### config.mk
export PLATFORM = sky130hd
export DESIGN_NAME = rom_loader_flat
export DESIGN_NICKNAME = d
export VERILOG_FILES = /design/src/rtl/rom_loader_pkg.sv /design/src/rtl/rom_loader_if.sv /design/src/rtl/rom_loader_word_packer.sv /design/src/rtl/rom_loader.sv /design/src/flat_wrapper.sv
export SDC_FILE = /design/constraint.sdc
export NUM_CORES = 1
export LEC_CHECK = 0
export CORE_MARGIN = 2
export CORE_UTILIZATION = 40
export DETAILED_ROUTE_END_ITERATION = 8
export DONT_BUFFER_PORTS = 1
export MAX_ROUTING_LAYER = met4
export PLACE_DENSITY = 0.56
export SLEW_MARGIN = 40
export SYNTH_ARGS = -nofsm -noshare
export SYNTH_HDL_FRONTEND = slang
export SYNTH_SLANG_ARGS = --single-unit
### constraint.sdc
create_clock -name clk -period 3.1 [get_ports clk]
set_clock_uncertainty 0.1 [all_clocks]
set_input_delay 0.465 -clock clk [delete_from_list [all_inputs] [get_ports clk]]
set_output_delay 0.465 -clock clk [all_outputs]
set_load 0.02 [all_outputs]
### src/rtl/rom_loader_pkg.sv
`default_nettype none
// ============================================================================
// Module   : rom_loader_pkg
// Purpose  : Shared definitions for the ROM program downloader: FSM state
//            encoding, frame start marker, default widths and a capacity
//            helper.
// Ports    : none (package)
// Revision : 1.0 - initial release
// ============================================================================
package rom_loader_pkg;

  localparam int LDR_RV32_ADDR_WIDTH = 32;
  localparam int LDR_ROM_ADDR_WIDTH  = 12;

  localparam logic [7:0] LDR_SYNC_BYTE = 8'hA5;

  typedef enum logic [2:0] {
    LDR_IDLE = 3'd0,
    LDR_LEN0 = 3'd1,
    LDR_LEN1 = 3'd2,
    LDR_DATA = 3'd3,
    LDR_CSUM = 3'd4,
    LDR_DONE = 3'd5,
    LDR_ERR  = 3'd6
  } ldr_state_t;

  // ROM capacity in 32-bit words. Seventeen bits so that a full 16-bit word
  // count can be compared against it without wrapping.
  function automatic logic [16:0] ldr_max_words(input int rom_addr_width);
    return 17'(1) << (rom_addr_width - 2);
  endfunction

endpackage
`default_nettype wire

### src/rtl/rom_loader_if.sv
`default_nettype none
// ============================================================================
// Module   : rom_loader_if
// Purpose  : Byte stream from the UART receiver plus the instruction ROM
//            write port, bundled for the downloader.
// Signals  : rx_valid_i / rx_data_i - incoming byte strobe and byte
//            wr_en_o / wr_addr_o / wr_data_o - ROM write port
// Modports : slave  - the downloader (consumes bytes, drives the ROM port)
//            master - the environment (drives bytes, observes the ROM port)
// Revision : 1.0 - initial release
// ============================================================================
interface rom_loader_if #(
  parameter int ADDR_WIDTH = 32
);
  logic                  rx_valid_i;
  logic [7:0]            rx_data_i;
  logic                  wr_en_o;
  logic [ADDR_WIDTH-1:0] wr_addr_o;
  logic [31:0]           wr_data_o;

  modport slave (
    input  rx_valid_i, rx_data_i,
    output wr_en_o, wr_addr_o, wr_data_o
  );

  modport master (
    output rx_valid_i, rx_data_i,
    input  wr_en_o, wr_addr_o, wr_data_o
  );
endinterface
`default_nettype wire

### src/rtl/rom_loader_word_packer.sv
`default_nettype none
// ============================================================================
// Module   : ldr_word_packer
// Purpose  : Gathers payload bytes little-endian into 32-bit words and issues
//            one registered ROM write per completed word at word_idx*4.
// Ports    : clk, rst_n       - clock, asynchronous active-low reset
//            clear            - restart lane and word counters (frame start)
//            accept, data     - payload byte strobe and value
//            lane_full        - the next accepted byte completes a word
//            word_idx         - index of the word currently being assembled
//            wr_en/addr/data  - ROM write pulse; addr/data hold between writes
// Revision : 1.0 - initial release
// ============================================================================
module ldr_word_packer #(
  parameter int ADDR_WIDTH     = 32,
  parameter int ROM_ADDR_WIDTH = 12
) (
  input  wire logic                      clk,
  input  wire logic                      rst_n,
  input  wire logic                      clear,
  input  wire logic                      accept,
  input  wire logic [7:0]                data,
  output logic                           lane_full,
  output logic [ROM_ADDR_WIDTH-2:0]      word_idx,
  output logic                           wr_en,
  output logic [ADDR_WIDTH-1:0]          wr_addr,
  output logic [31:0]                    wr_data
);

  logic [1:0]                r_lane;
  logic [23:0]               r_shift;     // first three bytes of the word
  logic [ROM_ADDR_WIDTH-2:0] r_word_idx;  // one spare bit: counts to capacity
  logic                      r_wr_en;
  logic [ADDR_WIDTH-1:0]     r_wr_addr;
  logic [31:0]               r_wr_data;

  always_ff @(posedge clk or negedge rst_n) begin
    if (!rst_n) begin
      r_lane     <= 2'd0;
      r_shift    <= 24'd0;
      r_word_idx <= '0;
      r_wr_en    <= 1'b0;
      r_wr_addr  <= '0;
      r_wr_data  <= 32'd0;
    end else begin
      r_wr_en <= 1'b0;
      if (clear) begin
        r_lane     <= 2'd0;
        r_word_idx <= '0;
      end else if (accept) begin
        r_lane  <= r_lane + 2'd1;
        // Shift from the top so byte 0 ends up in the least significant lane.
        r_shift <= {data, r_shift[23:8]};
        if (r_lane == 2'd3) begin
          r_wr_en    <= 1'b1;
          r_wr_data  <= {data, r_shift};
          r_wr_addr  <= ADDR_WIDTH'({r_word_idx, 2'b00});
          r_word_idx <= r_word_idx + 1'b1;
        end
      end
    end
  end

  assign lane_full = (r_lane == 2'd3);
  assign word_idx  = r_word_idx;
  assign wr_en     = r_wr_en;
  assign wr_addr   = r_wr_addr;
  assign wr_data   = r_wr_data;

endmodule
`default_nettype wire

### src/rtl/rom_loader.sv
`default_nettype none
// ============================================================================
// Module   : rom_loader
// Purpose  : Program downloader in front of the instruction ROM write port.
//            Parses SYNC / LEN_LO / LEN_HI / payload / CSUM frames, writes
//            little-endian words at incrementing word addresses and holds
//            the core in reset until a frame completes cleanly.
// Ports    : clk, rst_n   - clock, asynchronous active-low reset
//            bus (slave)  - rx byte stream in, ROM write port out
//            cpu_hold_o   - core held in reset
//            busy_o       - frame in progress
//            done_o       - one-cycle pulse, good frame
//            err_o        - one-cycle pulse, oversize/bad checksum/timeout
// Revision : 1.0 - initial release
// ============================================================================
module rom_loader
  import rom_loader_pkg::*;
#(
  parameter int         ADDR_WIDTH     = LDR_RV32_ADDR_WIDTH,
  parameter int         ROM_ADDR_WIDTH = LDR_ROM_ADDR_WIDTH,
  parameter logic [7:0] SYNC_BYTE      = LDR_SYNC_BYTE,
  parameter int         TIMEOUT_CYCLES = 1_000_000
) (
  input  wire logic     clk,
  input  wire logic     rst_n,
  rom_loader_if.slave   bus,
  output logic          cpu_hold_o,
  output logic          busy_o,
  output logic          done_o,
  output logic          err_o
);

  localparam int              GAP_W     = (TIMEOUT_CYCLES > 2) ? $clog2(TIMEOUT_CYCLES) : 1;
  localparam logic [GAP_W-1:0] GAP_LIMIT = GAP_W'(TIMEOUT_CYCLES - 1);
  localparam logic [16:0]     MAX_WORDS = ldr_max_words(ROM_ADDR_WIDTH);

  ldr_state_t                r_state;
  logic [15:0]               r_len;
  logic [7:0]                r_csum;
  logic [GAP_W-1:0]          r_gap;
  logic                      r_busy;
  logic                      r_hold;
  logic                      r_done;
  logic                      r_err;

  logic                      w_active;
  logic                      w_start;
  logic                      w_accept;
  logic                      w_last_byte;
  logic                      w_timeout;
  logic [16:0]               w_len_full;
  logic                      w_lane_full;
  logic [ROM_ADDR_WIDTH-2:0] w_word_idx;

  assign w_active   = (r_state == LDR_LEN0) || (r_state == LDR_LEN1) ||
                      (r_state == LDR_DATA) || (r_state == LDR_CSUM);
  assign w_start    = bus.rx_valid_i && (r_state == LDR_IDLE) && (bus.rx_data_i == SYNC_BYTE);
  assign w_accept   = bus.rx_valid_i && (r_state == LDR_DATA);
  assign w_timeout  = w_active && !bus.rx_valid_i && (r_gap == GAP_LIMIT);
  assign w_len_full = {1'b0, bus.rx_data_i, r_len[7:0]};
  // The byte completing word N-1 ends the payload; the write itself lands
  // one cycle later, overlapping the checksum byte.
  assign w_last_byte = w_accept && w_lane_full && (16'(w_word_idx) == (r_len - 16'd1));

  ldr_word_packer #(
    .ADDR_WIDTH     (ADDR_WIDTH),
    .ROM_ADDR_WIDTH (ROM_ADDR_WIDTH)
  ) u_packer (
    .clk       (clk),
    .rst_n     (rst_n),
    .clear     (w_start),
    .accept    (w_accept),
    .data      (bus.rx_data_i),
    .lane_full (w_lane_full),
    .word_idx  (w_word_idx),
    .wr_en     (bus.wr_en_o),
    .wr_addr   (bus.wr_addr_o),
    .wr_data   (bus.wr_data_o)
  );

  always_ff @(posedge clk or negedge rst_n) begin
    if (!rst_n) begin
      r_state <= LDR_IDLE;
      r_len   <= 16'd0;
      r_csum  <= 8'd0;
      r_gap   <= '0;
      r_busy  <= 1'b0;
      r_hold  <= 1'b0;
      r_done  <= 1'b0;
      r_err   <= 1'b0;
    end else begin
      r_done <= 1'b0;
      r_err  <= 1'b0;

      if (w_active && !bus.rx_valid_i) r_gap <= r_gap + 1'b1;
      else                             r_gap <= '0;

      if (w_timeout) begin
        r_state <= LDR_ERR;
        r_err   <= 1'b1;
        r_busy  <= 1'b0;
      end else begin
        case (r_state)
          LDR_IDLE: begin
            if (w_start) begin
              r_state <= LDR_LEN0;
              r_busy  <= 1'b1;
              r_hold  <= 1'b1;
              r_csum  <= 8'd0;
            end
          end
          LDR_LEN0: begin
            if (bus.rx_valid_i) begin
              r_len[7:0] <= bus.rx_data_i;
              r_state    <= LDR_LEN1;
            end
          end
          LDR_LEN1: begin
            if (bus.rx_valid_i) begin
              r_len[15:8] <= bus.rx_data_i;
              if (w_len_full > MAX_WORDS) begin
                r_state <= LDR_ERR;
                r_err   <= 1'b1;
                r_busy  <= 1'b0;
              end else if (w_len_full == 17'd0) begin
                r_state <= LDR_CSUM;
              end else begin
                r_state <= LDR_DATA;
              end
            end
          end
          LDR_DATA: begin
            if (bus.rx_valid_i) begin
              r_csum <= r_csum + bus.rx_data_i;
              if (w_last_byte) r_state <= LDR_CSUM;
            end
          end
          LDR_CSUM: begin
            if (bus.rx_valid_i) begin
              r_busy <= 1'b0;
              if (bus.rx_data_i == r_csum) begin
                r_state <= LDR_DONE;
                r_done  <= 1'b1;
                r_hold  <= 1'b0;
              end else begin
                r_state <= LDR_ERR;
                r_err   <= 1'b1;
              end
            end
          end
          // Single-cycle reporting states; any byte arriving now is dropped.
          LDR_DONE: r_state <= LDR_IDLE;
          LDR_ERR:  r_state <= LDR_IDLE;
          default:  r_state <= LDR_IDLE;
        endcase
      end
    end
  end

  assign cpu_hold_o = r_hold;
  assign busy_o     = r_busy;
  assign done_o     = r_done;
  assign err_o      = r_err;

endmodule
`default_nettype wire

### src/flat_wrapper.sv
// flat-port wrapper written by rule: the top's interface ports become plain ports
module rom_loader_flat import rom_loader_pkg::*;
#(
  parameter int         ADDR_WIDTH     = LDR_RV32_ADDR_WIDTH,
  parameter int         ROM_ADDR_WIDTH = LDR_ROM_ADDR_WIDTH,
  parameter logic [7:0] SYNC_BYTE      = LDR_SYNC_BYTE,
  parameter int         TIMEOUT_CYCLES = 1_000_000
)
  (clk, rst_n, cpu_hold_o, busy_o, done_o, err_o, bus_rx_valid_i, bus_rx_data_i, bus_wr_en_o, bus_wr_addr_o, bus_wr_data_o);
  rom_loader_if #(.ADDR_WIDTH(ADDR_WIDTH)) bus_i ();
  input  wire logic clk;
  input  wire logic rst_n;
  output logic cpu_hold_o;
  output logic busy_o;
  output logic done_o;
  output logic err_o;
  input wire logic [$bits(bus_i.rx_valid_i)-1:0] bus_rx_valid_i;
  input wire logic [$bits(bus_i.rx_data_i)-1:0] bus_rx_data_i;
  output wire logic [$bits(bus_i.wr_en_o)-1:0] bus_wr_en_o;
  output wire logic [$bits(bus_i.wr_addr_o)-1:0] bus_wr_addr_o;
  output wire logic [$bits(bus_i.wr_data_o)-1:0] bus_wr_data_o;
  assign bus_i.rx_valid_i = bus_rx_valid_i;
  assign bus_i.rx_data_i = bus_rx_data_i;
  assign bus_wr_en_o = bus_i.wr_en_o;
  assign bus_wr_addr_o = bus_i.wr_addr_o;
  assign bus_wr_data_o = bus_i.wr_data_o;
  rom_loader #(.ADDR_WIDTH(ADDR_WIDTH), .ROM_ADDR_WIDTH(ROM_ADDR_WIDTH), .SYNC_BYTE(SYNC_BYTE), .TIMEOUT_CYCLES(TIMEOUT_CYCLES)) u_core (.clk(clk), .rst_n(rst_n), .bus(bus_i), .cpu_hold_o(cpu_hold_o), .busy_o(busy_o), .done_o(done_o), .err_o(err_o));
endmodule
# Yosys cells after proc, flatten, opt, wreduce, memory -nomap -nowiden
# Cells that the tools add are included.
# totals
word_cells	112
register_bits	132
output_inout_bits	69
input_bits	11
# classes
eq_ne	20
n_lt_le_gt_ge	1
mux	42
addsub	5
bitwise_logic	2
n_reduce_logical	27
# ops
operator	n
$mux 11	3
$mux 3	9
$add 20x1->20 const B	1
$eq 20x20->1 const B	1
$mux 20	1
$mux 1	19
$ne 3x2->1 const B	6
$logic_not 17->1	1
$eq 11x16->1	1
$gt 16x11->1 const B	1
$mux 8	2
$pmux 8 s2	1
$sub 16x1->16 const B	1
$pmux 3 s5	1
$add 11x1->11 const B	1
$reduce_and 5->1	2
$reduce_and 3->1	3
$add 8x8->8	1
$eq 8x8->1	1
$eq 8x8->1 const B	1
$ne 2x2->1 const B	4
$reduce_bool 2->1	4
$logic_and 1x1->1	7
$eq 3x2->1 const B	2
other kinds (16)	23

# Depth between registers and ports, before layout
# Gate-level depths: netlist of the first run.
# depth
ltp_word	8
mapped_depth	9
ltp_nobuf	8

# Hierarchy
# Synthesis of the first run repeated with hierarchy kept, for this count alone.
# hier_totals
cells_unflattened	604
area_unflattened_um2	6413.7
# modules_own_cells
module	seq_area_each_um2	area_per_inst_um2	instances	cells_per_inst
ldr_word_packer	2026.9	3342.0	1	282
rom_loader	1276.2	3071.7	1	322

# Worst setup path after synthesis of the first run
# No wires, ideal clock.
# synth_timing
kind	register to register
start	register u_core.r_len[0]
end	register u_core.r_state[1]
slack_ps	820
t_arrival_ps	2054
setup_ps	126
n_path_buf	1
period_less_slack_ps	2280
path_stages_with_launch	9
required_ps	2874
path_cell_list	dfrtp_1 > inv_1 > ha_1 > buf_1 > or3_1 > a31o_1 > a2111oi_4 > a31oi_1 > o32a_1
# synth_via
elab_chain_cells	6
word_cells_on_any_way	12
cone_classes	add/sub: 1; order compare: 1; eq/ne: 2; mux: 5; reduce/logical: 3
# synth_lines
element	line	source
start, declared	rom_loader.sv:38	logic [15:0] r_len;
start signal, assigned	rom_loader.sv:114	r_len[7:0] <= bus.rx_data_i;
parallel branches: the longest is 6 deep, another holds $sub 16x1->16	-	
end signal, assigned	rom_loader.sv:99	r_state <= LDR_ERR;
end signal, assigned	rom_loader.sv:106	r_state <= LDR_LEN0;
end signal, assigned	rom_loader.sv:122	r_state <= LDR_ERR;
end, declared	rom_loader.sv:37	ldr_state_t r_state;
# Several ways; the timed one is not identified. The select of a mux whose other input is x is not followed.
# A chain may end at the register's enable or synchronous reset.

# Final worst setup path of the first run
# Same ends and word-level chain as after synthesis.

==> results of run 1 <==
-- worst max-delay path, stage by stage, from the launching register on --
cell       delay [ns]
dfrtp_1          0.45
inv_1            0.11
ha_1             0.31
or3_1            0.41
a31o_1           0.25
a2111oi_4        0.34
a31oi_1          0.18
o32a_1           0.18
-- cell families (layout without fill, tap and decap cells) --
| kind of cell | count (synthesis) | in the layout | share of synthesized area, % |
|---|---|---|---|
| buffers and inverters | 66 | 55 | 5.14 |
| adder cells (fa/ha/maj) | 13 | 13 | 2.62 |
| AND/OR/NAND/NOR | 356 | 356 | 24.7 |
| AO/OA/AOI/OAI | 76 | 76 | 8.00 |
| other | 1 | 21 | 0.0576 |
| multiplexers | 18 | 18 | 3.06 |
| flip-flops | 132 | 132 | 50.8 |
| XOR/XNOR | 42 | 42 | 5.65 |
-- synthesized netlist by cell type (2+ instances only) --
library cell  number
inv_1             11
nor3_1            11
o21bai_1           3
o2111a_1           3
o22ai_1            7
or3_1              6
dfrtp_1          132
o21ai_0           18
and3_1            12
nor4_1             3
and4_1             3
clkbuf_1          28
nand2b_1           3
buf_1              3
nor2_1            37
nand3_1           15
buf_4             21
inv_2              2
o31ai_1            2
o21ai_1           10
and3b_1            2
nand4_1            9
and2_1             3
xnor2_1           18
nor2b_1            2
nand4b_1           2
ha_1              12
xor2_1            24
nor4b_1            2
mux2i_1            3
a21oi_1           10
nor4bb_1           2
mux2_2            14
nand2_1          233
a31oi_1            5
-- power groups by stage --
| stage | registers [mW] | logic, mW | clock network (mW) |
|---|---|---|---|
| 6_report | 2.30 | 1.09 | 2.10 |
| 5_1_grt | 2.34 | 1.24 | 2.22 |
| 4_1_cts | 2.30 | 1.10 | 2.14 |
| 3_5_place_dp | 2.33 | 1.09 | 0 |
| 3_3_place_gp | 2.31 | 1.07 | 0 |
| 2_1_floorplan | 2.18 | 0.996 | 0 |
-- layout by cell type (no fill, tap or decap), drive strengths merged, types with 3 or more instances in the layout --
| cell type | n |
|---|---|
| dfrtp | 132 |
| nor4 | 5 |
| o21bai | 3 |
| conb | 21 |
| mux2i | 3 |
| nand2b | 3 |
| a31oi | 5 |
| o22ai | 7 |
| ha | 12 |
| nand4 | 9 |
| inv | 19 |
| o21ai | 28 |
| nand2 | 233 |
| xor2 | 24 |
| and2 | 3 |
| clkinv | 3 |
| nand3 | 16 |
| or3 | 7 |
| o2111a | 3 |
| clkbuf | 19 |
| xnor2 | 18 |
| mux2 | 15 |
| buf | 10 |
| bufinv | 3 |
| a21oi | 10 |
| and3 | 13 |
| nor3 | 11 |
| nor2 | 37 |
| and4 | 3 |
-- per-stage QoR --
stage	util, %	instance area (um^2)	hold WS, ns	worst slack, ns	instances
2_1_floorplan	-	6580	0.0694	0.820	724
6_report	45.7	7260	-0.363	0.653	929
3_3_place_gp	41.8	6640	0.0743	0.669	897
5_1_grt	45.7	7260	-0.380	0.504	929
4_1_cts	45.7	7250	-0.384	0.658	929
3_5_place_dp	41.8	6640	0.0742	0.593	897
-- sequential cells by signal (all words and copies together) (netlist names) --
signal / cells
u_core.busy_o: 1
u_core.done_o: 1
u_core.u_packer.wr_en: 1
u_core.u_packer.r_shift: 24
u_core.r_csum: 8
u_core.cpu_hold_o: 1
u_core.err_o: 1
u_core.u_packer.r_lane: 2
u_core.r_gap: 20
u_core.r_state: 3
u_core.r_len: 16
u_core.u_packer.word_idx: 11
u_core.u_packer.wr_addr: 11
u_core.u_packer.wr_data: 32
-- routing by layer --
layer	vias to the layer above	routed length (um)
met5	-	0
met4	0	187
met3	15	680
met2	101	7370
met1	2403	7200
li1	2309	-
-- final cells by class --
class	count	area share, %
timing repair buffer	10	1.03
inverter	13	0.673
tap	216	3.72
multi-input combinational	526	40.6
sequential	132	45.5
clock inverter	13	2.33
clock buffer	19	6.10
-- how the worst min path moves through the flow --
| stage | startpoint | to | slack, ns |
|---|---|---|---|
| after global placement | rst_n | u_core.r_gap[17] | 0.07 |
| final | rst_n | u_core.r_gap[13] | -0.36 |
| after floorplan | rst_n | u_core.busy_o | 0.07 |
| after CTS | rst_n | u_core.u_packer.wr_data[18] | -0.38 |
| after global routing | rst_n | u_core.r_gap[13] | -0.38 |
| after detailed placement | rst_n | u_core.r_gap[15] | 0.07 |
==> metrics.md, run 1 <==
| Metric | Value |
|---|---|
| CP Class | `reg -> reg` |
| Mapped Cells | `704` |
| Worst r2r src | `u_core.r_len[0]` |
| Startpoint types | `flip-flop` |
| Worst-Skew Late Latency | `0.43 ns` |
| Area share of the largest cell type after synthesis | `50.8%` |
| Failing checks | `negative hold slack` |
| Final min period | `between 2 and 2.5 ns` |
| R2R depth | `7` |
| Hold Worst Slack | `-0.363 ns` |
| Largest net degree at the start of global routing | `133` |
| Met3 Track Usage GR | `4.67%` |
| Final ANT Viol Nets | `0` |
| Slew Viols, Final | `0` |
| Routed WL per cell | `approximately 17 um` |
| TritonCTS Buffers | `17` |
| Seq/Total Area, Yosys | `50.8%` |
| Post-CTS resize count | `0` |
| Die Area | `17300 um^2` |
| Vias in the first global route | `4780` |
| Total grt overflow | `0` |
| Cell variety after synth | `roughly 70` |
| TNS Setup | `0 ns` |
| H-tree depth | `4` |
| Quantity of I/O buffers inserted on ports | `0` |
| GPL Wtd Cong | `around 0.86` |
| Post-synth ARST share | `100%` |
| Critical Path RT | `approximately 3.3 ns` |
| Width of the die | `132 um` |
| Synth area leader | `dfrtp_1` |
| Post-synth top flop | `dfrtp_1` |
| R2r setup slk | `0.65 ns` |
| Met2 Usage GRT | `roughly 30%` |
| Antenna violations before repair | `0` |
| CTS tree | `yes` |
| Clk root buf | `clkbuf_16` |
| Rows | `46` |
| Clock sinks | `132` |
| Syn_area_per_cell | `9.24 um^2` |
| Worst Setup EP | `u_core.r_state[1]` |
| Slew @ Worst Pin | `~0.65 ns` |
| Syn-to-layout area delta | `11.5%` |
| Via Count | `slightly below 5000` |
| Synth area leaders | `dfrtp_1, nand2_1, xor2_1` |
| Worst r2r dst | `u_core.r_state[1]` |
| Crit. Startpoint | `u_core.r_len[0]` |
| Max frequency | `0.409 GHz` |
| I/O pin total | `80` |
| Maxcap violations | `0` |
| Post-CTS setup buffers | `0` |
| Tot Pwr | `roughly 5.5 mW` |
| Maximum clock insertion buffer count | `2` |
| Pleak | `3.53 nW` |
| Synth Register Bits | `132` |
| Final period utilization | `78.9%` |
| N_diodes | `0` |
| Vias per inst | `5.20` |
| Seq pwr share | `41.9%` |
| RSZ-0062 raised after global routing | `no` |
| DRC | `0` |
| All-Layer GR Usage | `19.4%` |
| Net switching power figure | `1.72 mW` |
| Multi-input gate area in the final layout | `2950 um^2` |
| Total internal power | `3.77 mW` |
| Critical path capture point type | `flip-flop` |
| Critical path fanouts, max | `8` |
| Layout cells sized above 1 | `9.54%` |
| DRC violation total after the first TritonRoute iteration | `319` |
| Layout Nets | `724` |
| Switching share of power | `31.4%` |
| Detailed placer's ending HPWL | `10.4 mm` |
| Clock transition at path regs | `~0.060 ns` |
| Total Routed Length | `15.4 mm` |
| Tightest Hold Check Type | `in -> async` |
| Final setup viols | `0` |
| Core Region | `15900 um^2` |
| Status | `finished, violations left` |
| Post-synth EDFFs | `0` |
| PD cells | `758 nW/um^2` |
| Maximum resistive drop on vdd | `0.434 mV` |
| Synth Cell Area | `6500 um^2` |
| Initial Util | `40.9%` |
| First-pass GRT wire length | `25.8 mm` |
| FF+latch area | `approximately 3300 um^2` |
| Synth warnings | `0` |
| Pre-antenna DRT Iters | `5` |
| Hold Violations, Final | `132` |
| Die height | `~130 um` |
| Comb pwr share | `19.9%` |
| Met1 GRT Util | `25.0%` |
| WP data arrival | `roughly 2.7 ns` |
| GR peak layer | `met2` |
| # fillers | `approximately 1600` |
| Clock Power Share | `38.2%` |
| Slew headroom | `roughly 56%` |
(Power assumes the default switching activity.)
==> inputs of run 2 (changes only) <==
PLACE_DENSITY = 0.58   (was 0.56)
clock period = 2.24 ns   (was 3.1 ns; I/O delays follow)
==> metrics.md, run 2 (same netlist as run 1, synthesis figures left out) <==
| Metric | Value |
|---|---|
| Metal2 WL | `6.86 mm (-7.0%)` |
| Hold_buf cts | `8` |
| Tightest Hold Check Type | `in -> async` |
| Largest net degree at the start of global routing | `133 (unchanged)` |
| TritonCTS Buffers | `17 (unchanged)` |
| Maximum resistive drop on vdd | `0.625 mV (+44%)` |
| Clk root buf | `clkbuf_16` |
| Startpoint types | `flip-flop` |
| Final min period | `2.20 ns (-0.242 ns)` |
| Vias in the first global route | `4756 (-0.50%)` |
| Final setup viols | `0 (unchanged)` |
| CP max-delay cell | `dfrtp_1` |
| Hold Violations, Final | `132 (unchanged)` |
| Final period utilization | `98.4% (+19 points)` |
| PD cells | `1070 nW/um^2 (+41%)` |
| Clock sinks | `132 (unchanged)` |
| Hold Worst Slack | `-0.491 ns (-0.128 ns)` |
| Pleak | `3.73 nW (+5.6%)` |
| Tot Pwr | `8.19 mW (+49%)` |
| Crit. Startpoint | `u_core.r_len[5]` |
| Detailed placer's ending HPWL | `9.99 mm (-3.7%)` |
| I/O pin total | `80 (unchanged)` |
| Total grt overflow | `0 (unchanged)` |
| Vias per inst | `5.10 (-1.8%)` |
| Max frequency | `0.454 GHz (+11%)` |
| Critical path capture point type | `flip-flop` |
| Maximum clock insertion buffer count | `2 (unchanged)` |
| WP data arrival | `2.41 ns (-0.24 ns)` |
| Top sig layer | `met4` |
| CP peak stage delay | `0.43 ns (-0.02 ns)` |
| Quantity of I/O buffers inserted on ports | `0 (unchanged)` |
| Layout cells sized above 1 | `14.4% (+4.9 points)` |
| Die Area | `17300 um^2 (unchanged)` |
| Worst r2r dst | `u_core.r_state[1]` |
| Commonest non-fill, non-tap cell in the layout | `nand2_1` |
| Design Area, Final | `7650 um^2 (+5.5%)` |
| RSZ-0062 raised after global routing | `yes` |
| CTS tree | `yes` |
| Worst Setup EP | `u_core.r_state[1]` |
| Initial Util | `40.9% (unchanged)` |
| Width of the die | `132 um (unchanged)` |
| Worst-Skew Late Latency | `0.42 ns (about the same)` |
| CP cell instances | `nor4_4 > buf_4 > nand4_1 > o311ai_2 > a21oi_1 > or3_1 > o32a_1` |
| Status | `finished, violations left` |
| N_diodes | `0 (unchanged)` |
| H-tree depth | `4 (unchanged)` |
| Placed cell areas | `6820 um^2 (+2.7%)` |
| Die height | `132 um (unchanged)` |
| Pre-antenna DRT Iters | `4 (-1)` |
| Layout Nets | `761 (+5.1%)` |
| Critical Path RT | `2.45 ns (-0.86 ns)` |
| DRC violation total after the first TritonRoute iteration | `297 (-6.9%)` |
| Max reg flops | `32 (unchanged)` |
| CP Class | `reg -> reg` |
| GPL Wtd Cong | `0.869 (+0.67%)` |
| Failing checks | `negative hold slack` |
| Worst r2r src | `u_core.r_len[5]` |
| R2r setup slk | `0.04 ns (-0.62 ns)` |
| DRC | `0 (unchanged)` |
| R2R depth | `7 (unchanged)` |
| Antenna violations before repair | `1 (+1)` |
| Slew Viols, Final | `0 (unchanged)` |
| Most frequent cells in the layout | `nand2_1, dfrtp_1, buf_4, nor2_1, xor2_1` |
| Core Region | `15900 um^2 (unchanged)` |
| WP buf/inv | `1 (unchanged)` |
| Critical path fanouts, max | `3 (-5)` |
| Rows | `46 (unchanged)` |
| Routed length on met1 | `7.44 mm (+3.3%)` |
| DR WL met3 | `760 um (+12%)` |
| # fillers | `1534 (-1.9%)` |
| Final ANT Viol Nets | `0 (unchanged)` |
| First-pass GRT wire length | `24.9 mm (-3.5%)` |
| Crit path max-delay family | `simple AND/OR/NAND/NOR gates` |
| Syn-to-layout area delta | `17.6%` |
| Crit. path cell count | `7 (unchanged)` |
| Maxcap violations | `0 (unchanged)` |
| Clock transition at path regs | `0.06 ns (about the same)` |
| Via Count | `4929 (+2.1%)` |
| Routed WL per cell | `15.9 um (-4.5%)` |
| All-Layer GR Usage | `18.7% (-0.70 points)` |
| Total Routed Length | `15.3 mm (-0.70%)` |
## run 2: changes by cell type in the layout (fill, tap and decap cells not counted), moves of 2 or more
cell           before  now
dlygate4sd3_1       0    8
buf_4              10   39
a21oi_1            10    8
inv_2               2    4
inv_6               6    1
nand3_1            15   13
bufinv_16           3    5
inv_1              11    9
a21oi_2             0    2
nand3_2             0    2
## run 2: what timing repair did
item / CTS / global route
buffers inserted: 0 / 6
endpoints found under the hold margin: 162 / 132
gates cloned: 0 / 0
pin swaps: 0 / 4
resized for setup: 1 / 11
endpoints found under the setup margin: 1 / 4
## run 2: worst register-to-register path: stages (launching register included)
cell and delay [ns]:
dfrtp_1 0.43, nor4_4 0.33, buf_4 0.16, nand4_1 0.18
o311ai_2 0.30, a21oi_1 0.11, or3_1 0.31, o32a_1 0.18
## run 2: area by class of cell
type,count,area [um^2],share of cell area [%]
clock inverter,12,201,2.63
timing repair buffer,47,373,4.87
multi-input combinational,526,3010,39.3
inverter,13,48.8,0.638
tap,216,270,3.53
clock buffer,20,447,5.84
sequential,132,3300,43.2
## run 2: how the worst min path moves through the flow
stage / start / end / slack [ns]
5_1_grt: rst_n / u_core.u_packer.wr_data[10] / -0.52
4_1_cts: rst_n / u_core.u_packer.wr_data[10] / -0.51
3_5_place_dp: rst_n / u_core.u_packer.wr_data[10] / -0.05
6_report: rst_n / u_core.u_packer.wr_data[10] / -0.49
2_1_floorplan: rst_n / u_core.busy_o / -0.06
3_3_place_gp: rst_n / u_core.u_packer.wr_data[2] / -0.06
## run 2: metrics by stage
stage	TNS [ns]	std cells	utilization [%]	worst slack (ns)
floorplan	0	724	-	0.0281
global placement	0	921	43.0	0.0999
detailed placement	-0.0205	921	43.0	-0.0205
CTS	0	961	47.5	0.00405
global route	-0.0418	966	48.2	-0.0307
finish	0	966	48.2	0.0354
## run 2: layer usage
layer	vias to the layer above	global-route usage, %
met4	0	5.92
met3	21	4.94
met5	-	-
li1	2390	-
met1	2385	25.7
met2	133	27.0
## run 2: where the power goes
group          switching [mW]  internal, mW
combinational            1.09          1.01
clock                    1.05          2.01
sequential              0.310          2.72
total                    2.46          5.73
